**src/rtl/bitwise_serial_logic_pkg.sv**
```systemverilog
// Shared encodings for the bit-serial logic unit and the combinational ALU decoder.
package bitwise_serial_logic_pkg;

    localparam logic [1:0] OP_AND = 2'b00;
    localparam logic [1:0] OP_OR  = 2'b01;
    localparam logic [1:0] OP_XOR = 2'b10;
    localparam logic [1:0] OP_NOR = 2'b11;

    typedef enum logic [1:0] {
        ST_IDLE   = 2'b00,
        ST_RUN    = 2'b01,
        ST_FINISH = 2'b10
    } state_t;

endpackage

```
**src/rtl/bitwise_serial_logic_if.sv**
```systemverilog
// Controller-side bus of the bit-serial logic unit.
// Handshake: start is a request taken only while idle (busy=0, done=0); op/X/Y are
// captured with it. done is a one-cycle pulse during which Z holds the new result.
interface bitwise_serial_logic_if #(
    parameter int N = 32
);
    logic         start;
    logic [1:0]   op;
    logic [N-1:0] X;
    logic [N-1:0] Y;
    logic         busy;
    logic         done;
    logic [N-1:0] Z;

    modport master (
        output start, op, X, Y,
        input  busy, done, Z
    );

    modport slave (
        input  start, op, X, Y,
        output busy, done, Z
    );
endinterface

```
**src/rtl/bitwise_serial_logic_slice.sv**
```systemverilog
// Combinational W-bit logic slice; also the building block for the wide ALU unit.
module bitwise_logic_slice
    import bitwise_serial_logic_pkg::*;
#(
    parameter int W = 1
) (
    input  logic [W-1:0] a,
    input  logic [W-1:0] b,
    input  logic [1:0]   op,
    output logic [W-1:0] y
);

    always_comb begin
        y = '0;
        case (op)
            OP_AND:  y = a & b;
            OP_OR:   y = a | b;
            OP_XOR:  y = a ^ b;
            default: y = ~(a | b);
        endcase
    end

endmodule

```
**src/rtl/bitwise_serial_logic.sv**
```systemverilog
// Bit-serial AND/OR/XOR/NOR over N-bit operands, BITS_PER_CYCLE bits per clock, LSB first.
module bitwise_serial_logic
    import bitwise_serial_logic_pkg::*;
#(
    parameter int N              = 32,
    parameter int BITS_PER_CYCLE = 1
) (
    input  logic                  clk,
    input  logic                  rst_n,
    bitwise_serial_logic_if.slave bus,
    output state_t                fsm_state
);

    localparam int STEPS = N / BITS_PER_CYCLE;
    localparam int CW    = (STEPS > 1) ? $clog2(STEPS) : 1;

    generate
        if (BITS_PER_CYCLE < 1 || (N % BITS_PER_CYCLE) != 0) begin : g_bad_width
            $error("bitwise_serial_logic: N must be a positive multiple of BITS_PER_CYCLE");
        end
    endgenerate

    state_t                    state;
    state_t                    state_n;
    logic                      load;
    logic                      step;
    logic [N-1:0]              x_sr;
    logic [N-1:0]              y_sr;
    logic [N-1:0]              acc;
    logic [N-1:0]              acc_n;
    logic [N-1:0]              z_q;
    logic [1:0]                op_q;
    logic [CW-1:0]             cnt;
    logic [BITS_PER_CYCLE-1:0] slice_y;
    logic [N+BITS_PER_CYCLE-1:0] acc_cat;

    bitwise_logic_slice #(.W(BITS_PER_CYCLE)) u_slice (
        .a  (x_sr[BITS_PER_CYCLE-1:0]),
        .b  (y_sr[BITS_PER_CYCLE-1:0]),
        .op (op_q),
        .y  (slice_y)
    );

    // New slice enters at the MSB end; after STEPS shifts the first slice sits at bit 0.
    assign acc_cat = {slice_y, acc};
    assign acc_n   = acc_cat[N+BITS_PER_CYCLE-1:BITS_PER_CYCLE];

    always_ff @(posedge clk or negedge rst_n) begin
        if (!rst_n) begin
            state <= ST_IDLE;
        end else begin
            state <= state_n;
        end
    end

    always_comb begin
        state_n = state;
        load    = 1'b0;
        step    = 1'b0;
        case (state)
            ST_IDLE: begin
                if (bus.start) begin
                    load    = 1'b1;
                    state_n = ST_RUN;
                end
            end
            ST_RUN: begin
                step = 1'b1;
                if (cnt == '0) state_n = ST_FINISH;
            end
            ST_FINISH: state_n = ST_IDLE;
            default:   state_n = ST_IDLE;
        endcase
    end

    always_ff @(posedge clk or negedge rst_n) begin
        if (!rst_n) begin
            x_sr <= '0;
            y_sr <= '0;
            acc  <= '0;
            z_q  <= '0;
            op_q <= OP_AND;
            cnt  <= '0;
        end else if (load) begin
            x_sr <= bus.X;
            y_sr <= bus.Y;
            op_q <= bus.op;
            acc  <= '0;
            cnt  <= CW'(STEPS - 1);
        end else if (step) begin
            x_sr <= x_sr >> BITS_PER_CYCLE;
            y_sr <= y_sr >> BITS_PER_CYCLE;
            acc  <= acc_n;
            if (cnt == '0) begin
                // Z changes on the edge into FINISH so it is valid alongside done.
                z_q <= acc_n;
            end else begin
                cnt <= cnt - CW'(1);
            end
        end
    end

    assign bus.busy  = (state == ST_RUN);
    assign bus.done  = (state == ST_FINISH);
    assign bus.Z     = z_q;
    assign fsm_state = state;

endmodule

```
**src/flat_wrapper.sv**
```systemverilog
// flat-port wrapper written by rule: the top's interface ports become plain ports
module bitwise_serial_logic_flat import bitwise_serial_logic_pkg::*;
#(
    parameter int N              = 32,
    parameter int BITS_PER_CYCLE = 1
)
  (clk, rst_n, fsm_state, bus_start, bus_op, bus_X, bus_Y, bus_busy, bus_done, bus_Z);
  bitwise_serial_logic_if #(.N(N)) bus_i ();
  input  logic clk;
  input  logic rst_n;
  output state_t fsm_state;
  input wire logic [$bits(bus_i.start)-1:0] bus_start;
  input wire logic [$bits(bus_i.op)-1:0] bus_op;
  input wire logic [$bits(bus_i.X)-1:0] bus_X;
  input wire logic [$bits(bus_i.Y)-1:0] bus_Y;
  output wire logic [$bits(bus_i.busy)-1:0] bus_busy;
  output wire logic [$bits(bus_i.done)-1:0] bus_done;
  output wire logic [$bits(bus_i.Z)-1:0] bus_Z;
  assign bus_i.start = bus_start;
  assign bus_i.op = bus_op;
  assign bus_i.X = bus_X;
  assign bus_i.Y = bus_Y;
  assign bus_busy = bus_i.busy;
  assign bus_done = bus_i.done;
  assign bus_Z = bus_i.Z;
  bitwise_serial_logic #(.N(N), .BITS_PER_CYCLE(BITS_PER_CYCLE)) u_core (.clk(clk), .rst_n(rst_n), .bus(bus_i), .fsm_state(fsm_state));
endmodule
```
**config.mk**
```make
export PLATFORM = sky130hd
export DESIGN_NAME = bitwise_serial_logic_flat
export DESIGN_NICKNAME = d
export VERILOG_FILES = /design/src/rtl/bitwise_serial_logic_pkg.sv /design/src/rtl/bitwise_serial_logic_if.sv /design/src/rtl/bitwise_serial_logic_slice.sv /design/src/rtl/bitwise_serial_logic.sv /design/src/flat_wrapper.sv
export SDC_FILE = /design/constraint.sdc
export NUM_CORES = 1
export LEC_CHECK = 0
export ABC_AREA = 0
export CAP_MARGIN = 30
export CORE_ASPECT_RATIO = 0.8
export CORE_UTILIZATION = 55
export CTS_CLUSTER_SIZE = 12
export DETAILED_ROUTE_END_ITERATION = 10
export GPL_ROUTABILITY_DRIVEN = 0
export PLACE_DENSITY_LB_ADDON = 0.1
export SLEW_MARGIN = 10
export SYNTH_ARGS = -nofsm -noshare
export SYNTH_HDL_FRONTEND = slang
export SYNTH_HIERARCHICAL = 1
export SYNTH_SLANG_ARGS = --single-unit
```
**constraint.sdc**
```tcl
create_clock -name clk -period 3.2 [get_ports clk]
set_clock_uncertainty 0.15 [all_clocks]
set_input_delay 0.48 -clock clk [delete_from_list [all_inputs] [get_ports clk]]
set_output_delay 0.48 -clock clk [all_outputs]
set_load 0.05 [all_outputs]
```
---- Word level (Yosys, flattened, before mapping) ----
Index checks and enable logic that the tools add are counted.
word-level totals
  flip-flop bits (word level) ............. 137
  output and inout bits ................... 36
  input bits .............................. 69
  word-level logic and storage cells ...... 43
cells by class
  $add $sub $neg .......................... 1
  mux-type cells .......................... 16
  bitwise gates (word level) .............. 5
  equality and inequality tests ........... 7
  reduce and logical (&&, ||, !) cells .... 7
operators by type and width
  kind                 number
  $mux 32              6
  $mux 5               3
  $logic_not 5->1      1
  $sub 5x1->5 const B  1
  $eq 2x1->1 const B   2
  $eq 2x2->1 const B   2
  $logic_not 2->1      2
  $mux 2               2
  $ne 2x1->1 const B   2
  $pmux 2 s2           1
  $reduce_and 2->1     2
  $mux 1               3
  $pmux 1 s3           1
  $reduce_and 3->1     1
  $ne 2x2->1 const B   1
  $not 1->1            2
  $reduce_bool 2->1    1
  $and 1x1->1          1
  $or 1x1->1           1
  $xor 1x1->1          1

---- Longest topological paths before layout ----
Gate-level depths: netlist of run 1.
  word-level depth ........................ 5
  depth in mapped cells ................... 7
  depth with buffers taken out ............ 7

---- Modules after synthesis ----
The synthesis of run 1 kept the hierarchy.
by module, submodules not included
  module                seq. area each (um^2)  area an instance (um^2)  cells each  instances
  bitwise_serial_logic  3,403.3                5,589.1                  519         1
  bitwise_logic_slice   0.0                    61.3                     9           1

---- Least setup slack after synthesis of run 1 ----
OpenSTA, ideal clock, no wires.
  kind .................................... register to output
  start ................................... reg u_core.state[1], in the netlist u_core/fsm_state[1]
  end ..................................... out bus_busy
  setup slack ............................. 0.842 ns
  path buffers ............................ 2
  required time ........................... 2.570 ns
  stages on the path, launching flop included .. 5
  arrival ................................. 1.728 ns
  cells stage by stage .................... dfrtp_1 nand2b_1 buf_2 inv_2 clkbuf_1
on the way
  cells in the longest elaborated chain, start to end .. 1
RTL lines
  what                      line                         RTL
  start: declaration        bitwise_serial_logic.sv:23   state_t state;
  start signal: assignment  bitwise_serial_logic.sv:52   state <= state_n;
  $eq 2x1->1                bitwise_serial_logic.sv:103  assign bus.busy = (state == ST_RUN);
  end: declaration          flat_wrapper.sv:16           output wire logic [$bits(bus_i.busy)-1:0] bus_busy;
Every way passes these cells.

---- Final worst setup path of run 1 ----
  start ................................... reg u_core.state[0], in the netlist u_core/fsm_state[0]
  end ..................................... out bus_done
on the way
  cells in the longest elaborated chain, start to end .. 1
RTL lines
  what              line                         RTL
  $eq 2x2->1        bitwise_serial_logic.sv:104  assign bus.done = (state == ST_FINISH);
  end: declaration  flat_wrapper.sv:17           output wire logic [$bits(bus_i.done)-1:0] bus_done;
Every way passes these cells.

==> results of run 1 <==
==> layer usage <==
metal | track usage | share of wire | vias to the layer above | wire, um
met1 | 0.339 | 0.46 | 2031 | 5480
met3 | 0.0681 | 0.056 | 5 | 662
met5 | 0 | 0 | - | 0
met4 | 0.0801 | 0.0069 | 0 | 82
met2 | 0.370 | 0.48 | 104 | 5660
li1 | - | - | 1981 | -
==> area by class of cell <==
cell class              count  area [um2]  share of cell area
multi-input cells         351        2080               0.281
repair buffers            112        1130               0.152
well taps                 136         170              0.0230
clock buffers              22         454              0.0613
flip-flops and latches    136        3400               0.459
clock inverters             9         149              0.0201
inverters                   7        27.5             0.00371
==> worst register-to-register path, cell delays in order (launching register included) <==
cell and delay [ns]:
dfrtp_1 0.46, nand2b_1 0.15, clkinv_2 0.35, nand2_2 0.15
buf_4 0.50, mux2_2 0.43
==> path summary, 6_finish.rpt <==
check / to / startpoint / slack (ns) / cells after the start
min reg2reg: u_core/y_sr[24] / u_core/y_sr[24] / 0.33 / 2
max in group asynchronous: u_core/y_sr[31] / rst_n / 1.64 / 3
min: u_core/y_sr[24] / u_core/y_sr[24] / 0.33 / 2
max: bus_done / u_core/fsm_state[0] / 0.77 / 2
min in group asynchronous: u_core/acc[10] / rst_n / 0.53 / 2
max reg2reg: u_core/bus.Z[31] / u_core/fsm_state[0] / 0.90 / 5
==> state kept, by name, summed over array words and instances, names as in the netlist <==
register          flops
u_core/cnt            5
u_core/acc           31
u_core/op_q           2
u_core/fsm_state      2
u_core/bus.Z         32
u_core/x_sr          32
u_core/y_sr          32
==> stage by stage <==
| stage | utilization | worst slack [ns] | power [uW] | instances |
|---|---|---|---|---|
| finish | 0.755 | 0.766 | 7530 | 773 |
| global placement | 0.693 | 0.876 | 5410 | 741 |
| floorplan | - | 0.842 | 4680 | 528 |
| global route | 0.755 | 0.717 | 7990 | 773 |
| CTS | 0.755 | 0.752 | 7580 | 773 |
| detailed placement | 0.693 | 0.851 | 5540 | 741 |
==> cell usage in the layout, fill, tap and decap left out, types with 2 or more instances in the layout <==
master           Yosys  final
mux2_2               5      5
mux2_4              29     29
dfrtp_1            136    136
nor2_1               2      2
buf_4                0      6
nor3_1               2      2
clkdlybuf4s50_1      0    102
o21ai_0             36     36
a22oi_1             62     62
ha_1                 3      3
inv_1                6      6
clkinv_2             0      5
nand2_1            196    196
bufinv_16            0      4
buf_12               0      2
clkbuf_16            0     17
clkbuf_1            15      4
==> power breakdown <==
group	total, uW	switching (uW)	leakage, uW	internal, uW
logic	2670	1620	0.00148	1050
registers	2870	459	0.00177	2410
clock network	1990	677	0.000298	1320
total	7530	2760	0.00355	4770
==> logic make-up after synthesis <==
kind of cell | share of synthesized area
adders and majority gates | 0.00664
AOI/OAI and AO/OA | 0.123
buffers and inverters | 0.0325
DFF | 0.602
muxes | 0.0908
and+or+nand+nor | 0.145
==> out/qor.csv, run 1 <==
stage,metric,value,unit
drt,via count,4121,
global_routing,largest net degree at the start of global routing,102,
floorplanning,die width,115,um
drt,Antenna Nets Post-Route,0,
worst_setup_path,CP Data Required Time,2.57,ns
sta,Max Clock Freq,411,MHz
synth,Post-synth EDFFs,0,
worst_setup_path,CP Class,reg -> out,
clock_network,CTS max path bufs,2,
synth,"Avg Cell Area, Syn",10.7,um2
floorplanning,I/O pin cnt,105,
clock_network,hold_buf cts,1,
synth,"FFs w/ async S/R, synth",1.00,
outcome,outcome,"complete, no violations",
synth,leading area contributor after synthesis,dfrtp_1,
job,max-cap viol count,0,
floorplanning,starting density of the core,0.576,
worst_setup_path,crit end category,primary output,
worst_setup_path,crit-path leading delay family,buffers and inverters,
clock_network,clk root buf,clkbuf_16,
floorplanning,die area,0.0107,mm2
floorplanning,core area,0.00981,mm2
synth,Cells after Synth,528,
drt,Vias/cell,5.33,
pwr,peak supply drop,616,uV
clock_network,CTS tree,yes,
clock_network,CTS H-tree depth,4,
finish,antenna fix cells,0,
clock_network,clock sinks,136,
drt,Routed WL per cell,15.4,um
synth,dominant synthesized flop cell,dfrtp_1,
synth,"FF+latch count, synth",136,
synth,most common cell in the netlist,nand2_1,
sta,setup TNS,0,ns
global_routing,GRT Residual Overflow,0,
global_routing,first-pass GRT wire length,20.0,mm
finish,fin nets,697,
global_routing,initial antenna violation count,0,
sta,final setup fails,0,
sta,Final Critical Period,2.43,ns
worst_setup_path,max incr delay on CP,0.80,ns
floorplanning,Site Rows,32,
sta,Relative slew margins,0.505,
worst_setup_path,crit path DAT,1.80,ns
synth,top post-synthesis cells by count,"nand2_1 (196), dfrtp_1 (136), a22oi_1 (62)",
place,post-DP HPWL,7.19,mm
synth,YS warnings,6,
clock_network,Setup Buffers After CTS,0,
sta,Least-Margin Pin Slew,0.743,ns
finish,final instance area,0.00741,mm2
drt,Residual DRC,0,
synth,"Cell Area, Synth",0.00565,mm2
sta,Final Hold Fails,0,
synth,post-synthesis sequential area ratio,0.602,
global_routing,GRT Overall Usage,0.244,
pwr,Pwr per Cell Area,1020,mW/mm2
synth,synth top area cells,"dfrtp_1 (60%), nand2_1 (13%), a22oi_1 (8.2%), mux2_4 (7.7%), o21ai_0 (3.2%)",
finish,FILL cells,670,
sta,fin crit share,0.761,
sta,unrepaired setup endpoints after global routing,no,
worst_setup_path,slowest CP cell,clkdlybuf4s50_1,
clock_network,TritonCTS Buffers,17,
clock_network,Worst-Skew Late Latency,0.41,ns
hold_path,HP Class,reg -> reg,
sta,WHS,0.326,ns
finish,ratio of cells with drive above 1 in the final layout,0.118,
clock_network,clk slew on worst S/H paths,0.05,ns
drt,drt pass-1 iters,5,
global_routing,vias in the first global route,4059,
pwr,leakage power figure,0.00355,uW
worst_setup_path,crit-path cells,nor2b_1 -> clkdlybuf4s50_1,
clock_network,CTS resizes,0,
floorplanning,Die H,92.7,um
worst_setup_path,CP Max Fanout,6,
place,IO buf count,104,
synth,post-synth top area share,0.602,
place,cell area after placement,0.00680,mm2
synth,Post-Syn Nets,600,
sta,fin. max-slew vios,0,
synth,Synth cell types,31,
worst_setup_path,CP Buf/Inv Count,1,
worst_setup_path,Setup crit start kind,register,
finish,synthesis-to-layout area growth,31.2,%
drt,WL final,11.9,mm
drt,initial drt markers,339,
Note: power is estimated with default switching activity, not from simulation.
==> inputs of run 2 (changes only) <==
--- a/config.mk
+++ b/config.mk
@@ -8,7 +8,7 @@
 export ABC_AREA = 0
 export CAP_MARGIN = 30
 export CORE_ASPECT_RATIO = 0.8
-export CORE_UTILIZATION = 55
+export CORE_UTILIZATION = 47
 export CTS_CLUSTER_SIZE = 12
 export DETAILED_ROUTE_END_ITERATION = 10
 export GPL_ROUTABILITY_DRIVEN = 0
==> constraint.sdc (replaced) <==
create_clock -name clk -period 2.1 [get_ports clk]
set_clock_uncertainty 0.15 [all_clocks]
set_input_delay 0.315 -clock clk [delete_from_list [all_inputs] [get_ports clk]]
set_output_delay 0.315 -clock clk [all_outputs]
set_load 0.05 [all_outputs]
==> run 2 against run 1 <==
Effect of this change: critical path depth down 1; first-iteration DRC count up 8.0%; worst hold slack worse by 0.091 ns; global-route usage down 3.8 points; non-clock buffer count up 7; total power up 52%; cell area up 1.5%; register-to-register slack worse by 0.79 ns; clock power up 42%.
==> out/qor.csv, run 2 (same netlist as run 1, synthesis figures left out) <==
stage,metric,value,unit
global_routing,initial antenna violation count,0,
pwr,Pwr per Cell Area,1520,mW/mm2
pwr,combinational group share of total power,0.371,
worst_setup_path,crit end category,primary output,
drt,via count,4145,
floorplanning,die width,125,um
place,post-DP HPWL,7.40,mm
pwr,leakage power figure,0.00363,uW
drt,Routed WL per cell,15.3,um
sta,fin crit share,0.978,
worst_setup_path,crit-path cells,clkdlybuf4s50_1,
pwr,Sequential Power Share,0.381,
sta,WHS,0.235,ns
drt,WL final,12.1,mm
job,max-cap viol count,0,
worst_setup_path,crit path DAT,1.59,ns
finish,antenna fix cells,0,
floorplanning,Site Rows,35,
finish,fin nets,704,
drt,Antenna Nets Post-Route,0,
worst_setup_path,CP Buf/Inv Count,1,
pwr,Internal Pwr Total,7210,uW
finish,"commonest non-fill, non-tap cell in the layout",nand2_1,
clock_network,Setup Buffers After CTS,0,
finish,FILL cells,920,
clock_network,clk root buf,clkbuf_16,
finish,number of cells in the finished layout apart from fillers,792,
sta,Final Critical Period,2.05,ns
floorplanning,core area,0.0116,mm2
global_routing,vias in the first global route,3942,
global_routing,first-pass GRT wire length,20.1,mm
place,Cells after DPL,759,
outcome,outcome,"complete, no violations",
sta,Final Hold Fails,0,
worst_setup_path,CP Class,reg -> out,
floorplanning,die area,0.0125,mm2
sta,Least-Margin Pin Slew,0.519,ns
pwr,switching share of power,0.370,
worst_setup_path,CP Max Fanout,2,
floorplanning,Die H,100,um
worst_setup_path,Setup crit start kind,register,
sta,fin. max-slew vios,0,
sta,final setup fails,0,
worst_setup_path,slowest CP cell,clkdlybuf4s50_1,
floorplanning,I/O pin cnt,105,
pwr,clock power share,0.247,
clock_network,CTS tree,yes,
finish,ratio of cells with drive above 1 in the final layout,0.138,
sta,unrepaired setup endpoints after global routing,no,
worst_setup_path,crit-path leading delay family,buffers and inverters,
hold_path,HP Class,in -> async,
drt,Vias/cell,5.23,
clock_network,CTS H-tree depth,4,
clock_network,Worst-Skew Late Latency,0.41,ns
clock_network,clock sinks,136,
finish,most frequent cells in the layout,"nand2_1 (196), dfrtp_1 (134), clkdlybuf4s50_1 (98)",
finish,synthesis-to-layout area growth,33.1,%
pwr,Net Sw Power,4230,uW
worst_setup_path,CP Data Required Time,1.63,ns
drt,Residual DRC,0,
clock_network,clk slew on worst S/H paths,0.06,ns
worst_setup_path,max incr delay on CP,0.81,ns
sta,Max Clock Freq,487,MHz
global_routing,GRT Overall Usage,0.206,
sta,setup TNS,0,ns
sta,Relative slew margins,0.654,
clock_network,TritonCTS Buffers,17,
drt,drt pass-1 iters,7,
pwr,peak supply drop,753,uV
pwr,Final Power,11400,uW
floorplanning,starting density of the core,0.487,
global_routing,GRT Residual Overflow,0,
clock_network,CTS max path bufs,2,
global_routing,largest net degree at the start of global routing,63,
finish,post-layout util,0.648,
place,IO buf count,104,
drt,initial drt markers,366,
==> run 2: changes by cell type in the layout (fill, tap and decap cells not counted), moves of 2 or more <==
| cell | change |
|---|---|
| buf_12 | +4 |
| clkbuf_8 | +4 |
| clkdlybuf4s50_1 | -4 |
| buf_4 | +3 |
| bufinv_16 | -3 |
| clkbuf_1 | -3 |
| clkinvlp_4 | +2 |
| dfrtp_1 | -2 |
| dfrtp_2 | +2 |
==> run 2: metal layers <==
| layer | track usage | vias up | routed length [um] |
|---|---|---|---|
| met2 | 0.303 | 112 | 5410 |
| met5 | 0 | - | 0 |
| met1 | 0.290 | 2022 | 5880 |
| li1 | - | 1998 | - |
| met3 | 0.0538 | 13 | 636 |
| met4 | 0.0890 | 0 | 149 |
==> run 2: final timing paths <==
| check | startpoint | end | slack (ns) | cells past startpoint |
|---|---|---|---|---|
| max | u_core/bus.Z[7] | bus_Z[7] | 0.05 | 1 |
| min reg2reg | u_core/x_sr[25] | u_core/x_sr[25] | 0.32 | 2 |
| min | rst_n | u_core/bus.Z[14] | 0.23 | 2 |
| max in group asynchronous | rst_n | u_core/y_sr[26] | 0.95 | 3 |
| max reg2reg | u_core/cnt[0] | u_core/bus.Z[27] | 0.11 | 6 |
| min in group clk | bus_Y[31] | u_core/y_sr[31] | 0.31 | 3 |
==> run 2: layout make-up <==
| type | count | area, um2 | area share |
|---|---|---|---|
| Timing Repair Buffer | 119 | 1250 | 0.167 |
| Clock buffer | 23 | 498 | 0.0662 |
| Tap cell | 148 | 185 | 0.0246 |
| Sequential cell | 136 | 3410 | 0.453 |
| Multi-Input combinational cell | 351 | 2080 | 0.276 |
| Clock inverter | 8 | 70.1 | 0.00932 |
| Inverter | 7 | 27.5 | 0.00366 |
==> run 2: timing repair <==
| action | in CTS | in global routing |
|---|---|---|
| cloned | 1 | 0 |
| resized for setup | 2 | 3 |
| pin swaps | 0 | 0 |
| endpoints found under the setup margin | 2 | 2 |
| endpoints found under the hold margin | 38 | 0 |
| hold buffers | 1 | 0 |
==> run 2: power groups by stage <==
stage | logic (uW) | clock network (uW) | registers (uW)
after floorplan | 2120 | 0 | 5020
after global routing | 4640 | 3010 | 4500
after global placement | 4040 | 0 | 4330
after detailed placement | 4160 | 0 | 4370
final | 4240 | 2830 | 4360
after CTS | 4280 | 2890 | 4350
==> run 2: metrics by stage <==
stage | worst slack, ns | area, um2
2_1_floorplan | 0.129 | 5650
3_3_place_gp | 0.129 | 6900
3_5_place_dp | 0.118 | 6900
4_1_cts | 0.0142 | 7520
5_1_grt | 0.00497 | 7520
6_report | 0.0461 | 7520
